--- config.mk ---
export PLATFORM = sky130hd
export DESIGN_NAME = lcd_cmd_sequencer
export DESIGN_NICKNAME = d
export VERILOG_FILES = /design/src/rtl/lcd_cmd_sequencer_pkg.sv /design/src/rtl/lcd_cmd_fifo.sv /design/src/rtl/lcd_cmd_sequencer.sv
export SDC_FILE = /design/constraint.sdc
export NUM_CORES = 1
export LEC_CHECK = 0
export ABC_AREA = 1
export CORE_MARGIN = 2
export CORE_UTILIZATION = 50
export CTS_CLUSTER_DIAMETER = 100
export DETAILED_ROUTE_END_ITERATION = 12
export GPL_ROUTABILITY_DRIVEN = 0
export HOLD_SLACK_MARGIN = 0.05
export PLACE_DENSITY = 0.66
export REMOVE_ABC_BUFFERS = 1
export SLEW_MARGIN = 40
export SYNTH_ARGS = -nofsm -noshare
export SYNTH_HDL_FRONTEND = slang
export SYNTH_SLANG_ARGS = --single-unit
export TNS_END_PERCENT = 50
--- constraint.sdc ---
create_clock -name clk -period 3.56 [get_ports clk]
set_clock_uncertainty 0.15 [all_clocks]
set_input_delay 0.712 -clock clk [delete_from_list [all_inputs] [get_ports clk]]
set_output_delay 0.712 -clock clk [all_outputs]
set_load 0.02 [all_outputs]
--- src/rtl/lcd_cmd_sequencer_pkg.sv ---
// Shared definitions for the LCD command sequencer: FSM state encodings,
// HD44780 command constants, the power-on init ROM and a us-to-cycles helper.
package lcd_cmd_sequencer_pkg;

    typedef enum logic [2:0] {
        S_PWRUP  = 3'd0,
        S_INIT   = 3'd1,
        S_IDLE   = 3'd2,
        S_STROBE = 3'd3,
        S_ACK    = 3'd4,
        S_DONE   = 3'd5,
        S_DELAY  = 3'd6
    } state_t;

    localparam logic [7:0] LCD_CLEAR     = 8'h01;
    localparam logic [7:0] LCD_HOME      = 8'h02;
    localparam logic [7:0] LCD_FUNC_8B2L = 8'h38;
    localparam logic [7:0] LCD_DISP_ON   = 8'h0C;
    localparam logic [7:0] LCD_ENTRY_INC = 8'h06;
    localparam logic [7:0] LCD_WAKE_8B   = 8'h30;
    localparam logic [7:0] LCD_DISP_OFF  = 8'h08;

    localparam int INIT_LONG_US = 4100;

    // Cycles for a microsecond interval, rounded up.
    function automatic logic [31:0] us_to_cycles(input longint us, input longint clk_hz);
        longint prod;
        prod = us * clk_hz;
        return 32'((prod + 64'sd999_999) / 64'sd1_000_000);
    endfunction

    // Power-on init sequence, all entries are commands (RS=0).
    function automatic logic [7:0] init_rom(input logic [2:0] idx);
        logic [7:0] b;
        case (idx)
            3'd0:    b = LCD_WAKE_8B;
            3'd1:    b = LCD_WAKE_8B;
            3'd2:    b = LCD_WAKE_8B;
            3'd3:    b = LCD_FUNC_8B2L;
            3'd4:    b = LCD_DISP_OFF;
            3'd5:    b = LCD_CLEAR;
            3'd6:    b = LCD_ENTRY_INC;
            default: b = LCD_DISP_ON;
        endcase
        return b;
    endfunction

    // Clear and home are the slow commands: RS=0, DB[7:2]==0, DB!=0.
    function automatic logic is_clr_home(input logic rs, input logic [7:0] db);
        return (!rs) && (db[7:2] == 6'd0) && (db != 8'd0);
    endfunction

endpackage

--- src/rtl/lcd_cmd_fifo.sv ---
// Show-ahead FIFO for RS-tagged bytes. Occupancy count one bit wider than
// the pointers gives full/empty directly. A push while full is dropped even
// if a pop happens in the same cycle.
module lcd_cmd_fifo #(
    parameter int WIDTH = 9,
    parameter int AW    = 4
) (
    input  logic             clk,
    input  logic             rst,
    input  logic             i_push,
    input  logic [WIDTH-1:0] i_wdata,
    input  logic             i_pop,
    output logic [WIDTH-1:0] o_rdata,
    output logic             o_full,
    output logic             o_empty
);

    localparam int DEPTH = 2 ** AW;

    logic [WIDTH-1:0] r_mem [DEPTH];
    logic [AW-1:0]    r_wptr;
    logic [AW-1:0]    r_rptr;
    logic [AW:0]      r_count;
    logic             w_push_ok;
    logic             w_pop_ok;

    assign o_full    = (r_count == (AW+1)'(DEPTH));
    assign o_empty   = (r_count == '0);
    assign w_push_ok = i_push && !o_full;
    assign w_pop_ok  = i_pop && !o_empty;
    assign o_rdata   = r_mem[r_rptr];

    // Storage array; no reset needed, occupancy guards reads.
    always_ff @(posedge clk) begin
        if (w_push_ok) r_mem[r_wptr] <= i_wdata;
    end

    // Pointers and occupancy; pointers wrap naturally modulo depth.
    always_ff @(posedge clk or posedge rst) begin
        if (rst) begin
            r_wptr  <= '0;
            r_rptr  <= '0;
            r_count <= '0;
        end else begin
            if (w_push_ok) r_wptr <= r_wptr + 1'b1;
            if (w_pop_ok)  r_rptr <= r_rptr + 1'b1;
            case ({w_push_ok, w_pop_ok})
                2'b10:   r_count <= r_count + 1'b1;
                2'b01:   r_count <= r_count - 1'b1;
                default: r_count <= r_count;
            endcase
        end
    end

endmodule

--- src/rtl/lcd_cmd_sequencer.sv ---
// Feeds RS-tagged bytes from the host FIFO to the LCD strobe-timing
// controller as nCS/nWR write transactions, waiting on RDY and then the
// HD44780 execution time after each byte.
// Optional feature: define LCD_INIT_SEQ_EN to run the 8-entry power-on init
// ROM after the power-up wait.
//
// Handshake: a transaction asserts nCS/nWR low and holds them until rdy is
// seen low (controller accepted), then releases them and waits for rdy high
// before the post-write delay, so one pushed byte is exactly one LCD write.
// If rdy never falls within ACK_TIMEOUT cycles, err is set (sticky) and the
// sequencer moves on.
module lcd_cmd_sequencer
    import lcd_cmd_sequencer_pkg::*;
#(
    parameter int CLK_HZ       = 50_000_000,
    parameter int FIFO_AW      = 4,
    parameter int CMD_DELAY_US = 40,
    parameter int CLR_DELAY_US = 1640,
    parameter int PWRUP_MS     = 15,
    parameter int ACK_TIMEOUT  = 63
) (
    input  logic       clk,
    input  logic       rst,
    input  logic       wr_en,
    input  logic [8:0] wr_data,
    output logic       full,
    output logic       empty,
    input  logic       rdy,
    output logic       nCS,
    output logic       nWR,
    output logic       nRD,
    output logic       RS,
    output logic [7:0] DB,
    output logic       init_done,
    output logic       busy,
    output logic       err,
    output logic [2:0] o_dbg_state
);

    localparam logic [31:0] CMD_CYC   = us_to_cycles(64'(CMD_DELAY_US), 64'(CLK_HZ));
    localparam logic [31:0] CLR_CYC   = us_to_cycles(64'(CLR_DELAY_US), 64'(CLK_HZ));
    localparam logic [31:0] LONG_CYC  = us_to_cycles(64'(INIT_LONG_US), 64'(CLK_HZ));
    localparam logic [31:0] PWRUP_CYC = us_to_cycles(64'(PWRUP_MS) * 64'sd1000, 64'(CLK_HZ));
    localparam logic [31:0] ACK_LAST  = 32'(ACK_TIMEOUT - 1);

    state_t      r_state;
    state_t      w_next;
    logic        r_first;
    logic [31:0] r_cnt;
    logic [31:0] r_ack_cnt;
    logic        r_rs;
    logic [7:0]  r_db;
    logic        r_long;
    logic        r_init_done;
    logic        r_err;

    logic        w_cnt_zero;
    logic        w_ack_timeout;
    logic        w_pop;
    logic [8:0]  w_fifo_data;
    logic [31:0] w_delay_cyc;
    logic        w_in_init;
    logic        w_init_last;
    logic [7:0]  w_rom_byte;
    logic        w_rom_long;

    lcd_cmd_fifo #(
        .WIDTH (9),
        .AW    (FIFO_AW)
    ) u_fifo (
        .clk     (clk),
        .rst     (rst),
        .i_push  (wr_en),
        .i_wdata (wr_data),
        .i_pop   (w_pop),
        .o_rdata (w_fifo_data),
        .o_full  (full),
        .o_empty (empty)
    );

    assign w_cnt_zero    = (r_cnt == 32'd0);
    assign w_ack_timeout = (r_ack_cnt == ACK_LAST);
    assign w_pop         = (r_state == S_IDLE) && !empty;
    assign w_delay_cyc   = r_long ? LONG_CYC :
                           (is_clr_home(r_rs, r_db) ? CLR_CYC : CMD_CYC);

`ifdef LCD_INIT_SEQ_EN
    logic       r_in_init;
    logic [2:0] r_init_idx;

    // Steps through the init ROM; each entry advances when its delay ends.
    always_ff @(posedge clk or posedge rst) begin
        if (rst) begin
            r_in_init  <= 1'b1;
            r_init_idx <= 3'd0;
        end else if (r_in_init && (r_state == S_DELAY) && w_cnt_zero) begin
            if (r_init_idx == 3'd7) r_in_init  <= 1'b0;
            else                    r_init_idx <= r_init_idx + 3'd1;
        end
    end

    assign w_in_init   = r_in_init;
    assign w_init_last = (r_init_idx == 3'd7);
    assign w_rom_byte  = init_rom(r_init_idx);
    assign w_rom_long  = (r_init_idx < 3'd2);
`else
    assign w_in_init   = 1'b0;
    assign w_init_last = 1'b1;
    assign w_rom_byte  = 8'h00;
    assign w_rom_long  = 1'b0;
`endif

    // State register.
    always_ff @(posedge clk or posedge rst) begin
        if (rst) r_state <= S_PWRUP;
        else     r_state <= w_next;
    end

    // Next-state logic.
    always_comb begin
        w_next = r_state;
        case (r_state)
            S_PWRUP: begin
                if (!r_first && w_cnt_zero) begin
`ifdef LCD_INIT_SEQ_EN
                    w_next = S_INIT;
`else
                    w_next = S_IDLE;
`endif
                end
            end
            S_INIT:   w_next = S_STROBE;
            S_IDLE:   if (!empty) w_next = S_STROBE;
            S_STROBE: w_next = S_ACK;
            S_ACK: begin
                if (!rdy)               w_next = S_DONE;
                else if (w_ack_timeout) w_next = S_DELAY;
            end
            S_DONE:   if (rdy) w_next = S_DELAY;
            S_DELAY: begin
                if (w_cnt_zero)
                    w_next = (w_in_init && !w_init_last) ? S_INIT : S_IDLE;
            end
            default:  w_next = S_PWRUP;
        endcase
    end

    // Outputs decoded from the registered state; strobes drop with async reset.
    always_comb begin
        nCS         = 1'b1;
        nWR         = 1'b1;
        nRD         = 1'b1;
        busy        = 1'b0;
        RS          = r_rs;
        DB          = r_db;
        init_done   = r_init_done;
        err         = r_err;
        o_dbg_state = r_state;
        case (r_state)
            S_STROBE, S_ACK: begin
                nCS  = 1'b0;
                nWR  = 1'b0;
                busy = 1'b1;
            end
            S_DONE, S_DELAY: busy = 1'b1;
            default: ;
        endcase
    end

    // Delay counter: loads on entry to S_PWRUP (first cycle out of reset)
    // or S_DELAY, then counts down to zero.
    always_ff @(posedge clk or posedge rst) begin
        if (rst) begin
            r_first <= 1'b1;
            r_cnt   <= 32'd0;
        end else begin
            r_first <= 1'b0;
            if (r_first)
                r_cnt <= PWRUP_CYC;
            else if ((w_next == S_DELAY) && (r_state != S_DELAY))
                r_cnt <= w_delay_cyc;
            else if (!w_cnt_zero)
                r_cnt <= r_cnt - 32'd1;
        end
    end

    // Counts cycles spent in S_ACK for the acknowledge timeout.
    always_ff @(posedge clk or posedge rst) begin
        if (rst)                   r_ack_cnt <= 32'd0;
        else if (r_state != S_ACK) r_ack_cnt <= 32'd0;
        else                       r_ack_cnt <= r_ack_cnt + 32'd1;
    end

    // Latches the byte being written, from the FIFO head or the init ROM.
    always_ff @(posedge clk or posedge rst) begin
        if (rst) begin
            r_rs   <= 1'b0;
            r_db   <= 8'h00;
            r_long <= 1'b0;
        end else if (w_pop) begin
            r_rs   <= w_fifo_data[8];
            r_db   <= w_fifo_data[7:0];
            r_long <= 1'b0;
        end else if (r_state == S_INIT) begin
            r_rs   <= 1'b0;
            r_db   <= w_rom_byte;
            r_long <= w_rom_long;
        end
    end

    // init_done rises when the FSM first reaches S_IDLE after power-up/init.
    always_ff @(posedge clk or posedge rst) begin
        if (rst)
            r_init_done <= 1'b0;
        else if ((w_next == S_IDLE) && ((r_state == S_PWRUP) ||
                 ((r_state == S_DELAY) && w_in_init)))
            r_init_done <= 1'b1;
    end

    // Sticky acknowledge-timeout flag.
    always_ff @(posedge clk or posedge rst) begin
        if (rst)
            r_err <= 1'b0;
        else if ((r_state == S_ACK) && rdy && w_ack_timeout)
            r_err <= 1'b1;
    end

endmodule
==> impl_metrics.yaml <==
logic_synthesis:
  synth_cells: 1084
  yosys.area_share.simple: 0.2040
  synth_edf_count: 144
  avgSynthCellArea_um2: 9.932
  synth_fa_ha_area_frac: 0.01580
  ys_seq_elements: 236
  synth_top_family_by_area: "simple AND/OR/NAND/NOR gates"
  ys_warn_count: 0
  synth_compound_area_frac: 0.08483
  syn_area_um2: 10770
  async_flop_share: 0.3898
  synth_cell_types: 48
  synth_xor_area_frac: 0.03173
  synthFlopType: "edfxtp_1"
  synthMuxAreaShare: 0
  ys_seq_area_frac: 0.6156
floorplan:
  die-area_um2: 22720
  die-height_um: 150.7
  ios: 33
  start_util: 0.5106
  rows: 53
  core_area_um2: 21090
  die_x_um: 150.7
worst_setup_path:
  worstSetupPathType: "reg -> out"
  max_stage_delay_ns: 0.61
  required_ns: 2.70
  worstSetupStartpointType: "register"
  worstSetupEndpointType: "output pin"
  r2r_cells: 14
  worst-path-max-fanout: 4
  worst-path-stages: 4
  slowest_stage: "clkdlybuf4s50_1"
  crit_chain: "nor2_2, nand4_1, inv_1, clkdlybuf4s50_1"
  crit_family: "buffers and inverters"
  worst-path-buf-inv: 2
  crit_arrival_ns: 2.00
clock_tree:
  cts_hold_buf: 0
  clk_pin_slew_ns: 0.06
  cts_tree: "done"
  cts_resized: 0
  clkLatencyLatePin_ns: 0.53
  clock-root-buffer: "clkbuf_16"
  clockBufferDepth: 3
  htreeDepth: 1
  cts.sinks: 236
  post-cts-setup-buffers: 0
  cts_buffers: 25
finish:
  diodes: 0
  final_cell_mix: "nand2_1 (194), nor2_1 (177), edfxtp_1 (144)"
  drive_above_1_share: 0.08160
  mostFrequentLayoutCell: "nand2_1"
  fin_area_um2: 12270
  fin_util: 0.5819
  fin_nets: 1159
  area_growth_pct: 13.98
grt:
  antenna_found_initial: 0
  grt_usage: 0.2243
  grt_pass1_vias: 7498
  grt_max_degree: 77
  gr-total-overflow: 0
  grt_pass1_wl_um: 39720
timing:
  period_minus_slack_ns: 2.859
  tns_ns: 0
  post-route-period-util: 0.8031
  slew_headroom: 0.4714
  worst_slew_pin_slew_ns: 0.7904
  hold_viol: 0
  fmax_mhz: 349.8
  rsz0062_at_grt: "false"
  fin_ws_ns: 0.7008
  finalMaxSlewViolations: 0
  finalSetupViolCount: 0
detailed_routing:
  drtIter0Drc: 525
  wl_um: 24530
  wire_per_inst_um: 17.19
  dr.pass1.iters: 5
  viasPerCell: 5.363
  drt_drc_violations_left: 0
  route.antenna.remaining_nets: 0
  vias: 7653
power:
  internal-power_mw: 5.722
  power_frac_comb: 0.317
  p_switching_mw: 3.199
  swShare: 0.3586
  p_clk_frac: 0.281
  seqPwrFrac: 0.402
  p_leak_nw: 4.803
  p_per_area_nw_per_um2: 726.9
  power_mw: 8.921
  peakVddDrop_uv: 451.9
worst_hold_path:
  hold_path.class: "reg -> reg"
  hold_depth: 2
placed_design:
  hpwl_um: 16300
  placed_area_um2: 11480
  pre_cts_ws_ns: 0.6667
  port-buffer-count: 31
flow_run:
  drv_cap: 0
outcome:
  outcome: "finished, final reports clean"
[per-stage QoR]
| step | hold WS [ns] | cells |
|---|---|---|
| 2_1_floorplan | 0.2822 | 1052 |
| 3_3_place_gp | 0.2977 | 1381 |
| 3_5_place_dp | 0.3004 | 1381 |
| 4_1_cts | 0.3159 | 1427 |
| 5_1_grt | 0.3302 | 1427 |
| 6_report | 0.3109 | 1427 |
[final timing paths]
check | from | end | slack (ns)
max | u_fifo.r_count[0] | empty | 0.70
min | init_done | init_done | 0.31
max reg2reg | o_dbg_state[0] | u_fifo.r_count[4] | 0.74
min reg2reg | init_done | init_done | 0.31
max in group asynchronous | rst | r_cnt[20] | 2.05
min in group asynchronous | rst | r_ack_cnt[2] | 0.47
[per-layer routing]
layer  wire (µm)  track usage  share of wire
met4         480      0.05374          0.020
met3        1037      0.03061          0.042
met1       11030       0.3145           0.45
met5           0            0              0
met2       11980       0.3732           0.49
[state kept, by name, indices dropped and copies added, names as in the netlist]
name	cells
u_fifo.r_count	5
u_fifo.r_mem	144
r_cnt	32
u_fifo.r_wptr	4
init_done	1
DB	8
r_ack_cnt	32
o_dbg_state	3
RS	1
r_first	1
err	1
u_fifo.r_rptr	4
[synth_stat cells (2+ instances only)]
cell      count  area (µm²)
nand3_1      47       235.2
clkbuf_1     28       105.1
nand2_1     194       728.2
o21a_1        2       15.01
o221ai_1      4       35.03
nor4_1        5       31.28
o221a_2       2       22.52
a31oi_1       5       31.28
o21ai_0      79       395.4
a221oi_1      7       61.31
nor2_2        8       50.05
nor2_4        2       22.52
inv_1        96       360.4
buf_6         2       22.52
a211oi_1      3       22.52
nand3_4       2       35.03
nor3_2        2       20.02
nor2_1      178       668.1
xnor2_1      13       113.9
nand2_2       3       18.77
o22ai_1      16       100.1
xor2_1       26       227.7
conb_1        2       7.510
nand4_1      21       131.4
edfxtp_1    144        4324
nor3b_1       2       15.01
or2_2         6       37.54
ha_1         12       150.1
a21oi_1      40       200.2
nor3_1       24       120.1
buf_4         2       15.01
dfrtp_1      91        2277
[area by class of cell]
cell class | instances | area, µm²
Inverter | 98 | 370.4
Clock buffer | 36 | 686.9
Timing Repair Buffer | 54 | 508.0
Sequential cell | 236 | 6629
Clock inverter | 10 | 102.6
Multi-Input combinational cell | 718 | 3631
Fill cell | 1812 | 8816
Tap cell | 275 | 344.1
[power by group through the flow]
stage                     clock network (mW)  logic [mW]  registers, mW
after floorplan                            0        1.66           3.69
after global placement                     0        2.77           3.63
after detailed placement                   0        2.80           3.63
after CTS                               2.56        2.82           3.58
after global routing                    2.67        3.17           3.63
final                                   2.51        2.82           3.59
[worst register-to-register path, cell delays in order (launching register included)]
cell	delay (ns)
dfrtp_1	0.41
inv_1	0.08
nand2_1	0.08
nor2_1	0.19
nand2_2	0.14
inv_1	0.33
ha_1	0.30
inv_1	0.10
fa_1	0.39
nor2_1	0.12
a211oi_1	0.06
nand2_1	0.07
nand2_1	0.04
nor2_1	0.10
xor2_1	0.17
[kinds of logic (layout without fill, tap and decap cells)]
kind of cell,count (synthesis),in the layout
AO/OA/AOI/OAI,162,162
other,2,2
AND/OR/NAND/NOR,502,502
buffers and inverters,130,198
adder cells (fa/ha/maj),13,13
XOR/XNOR,39,39
flip-flops,236,236
Note: power is estimated with default switching activity, not from simulation.
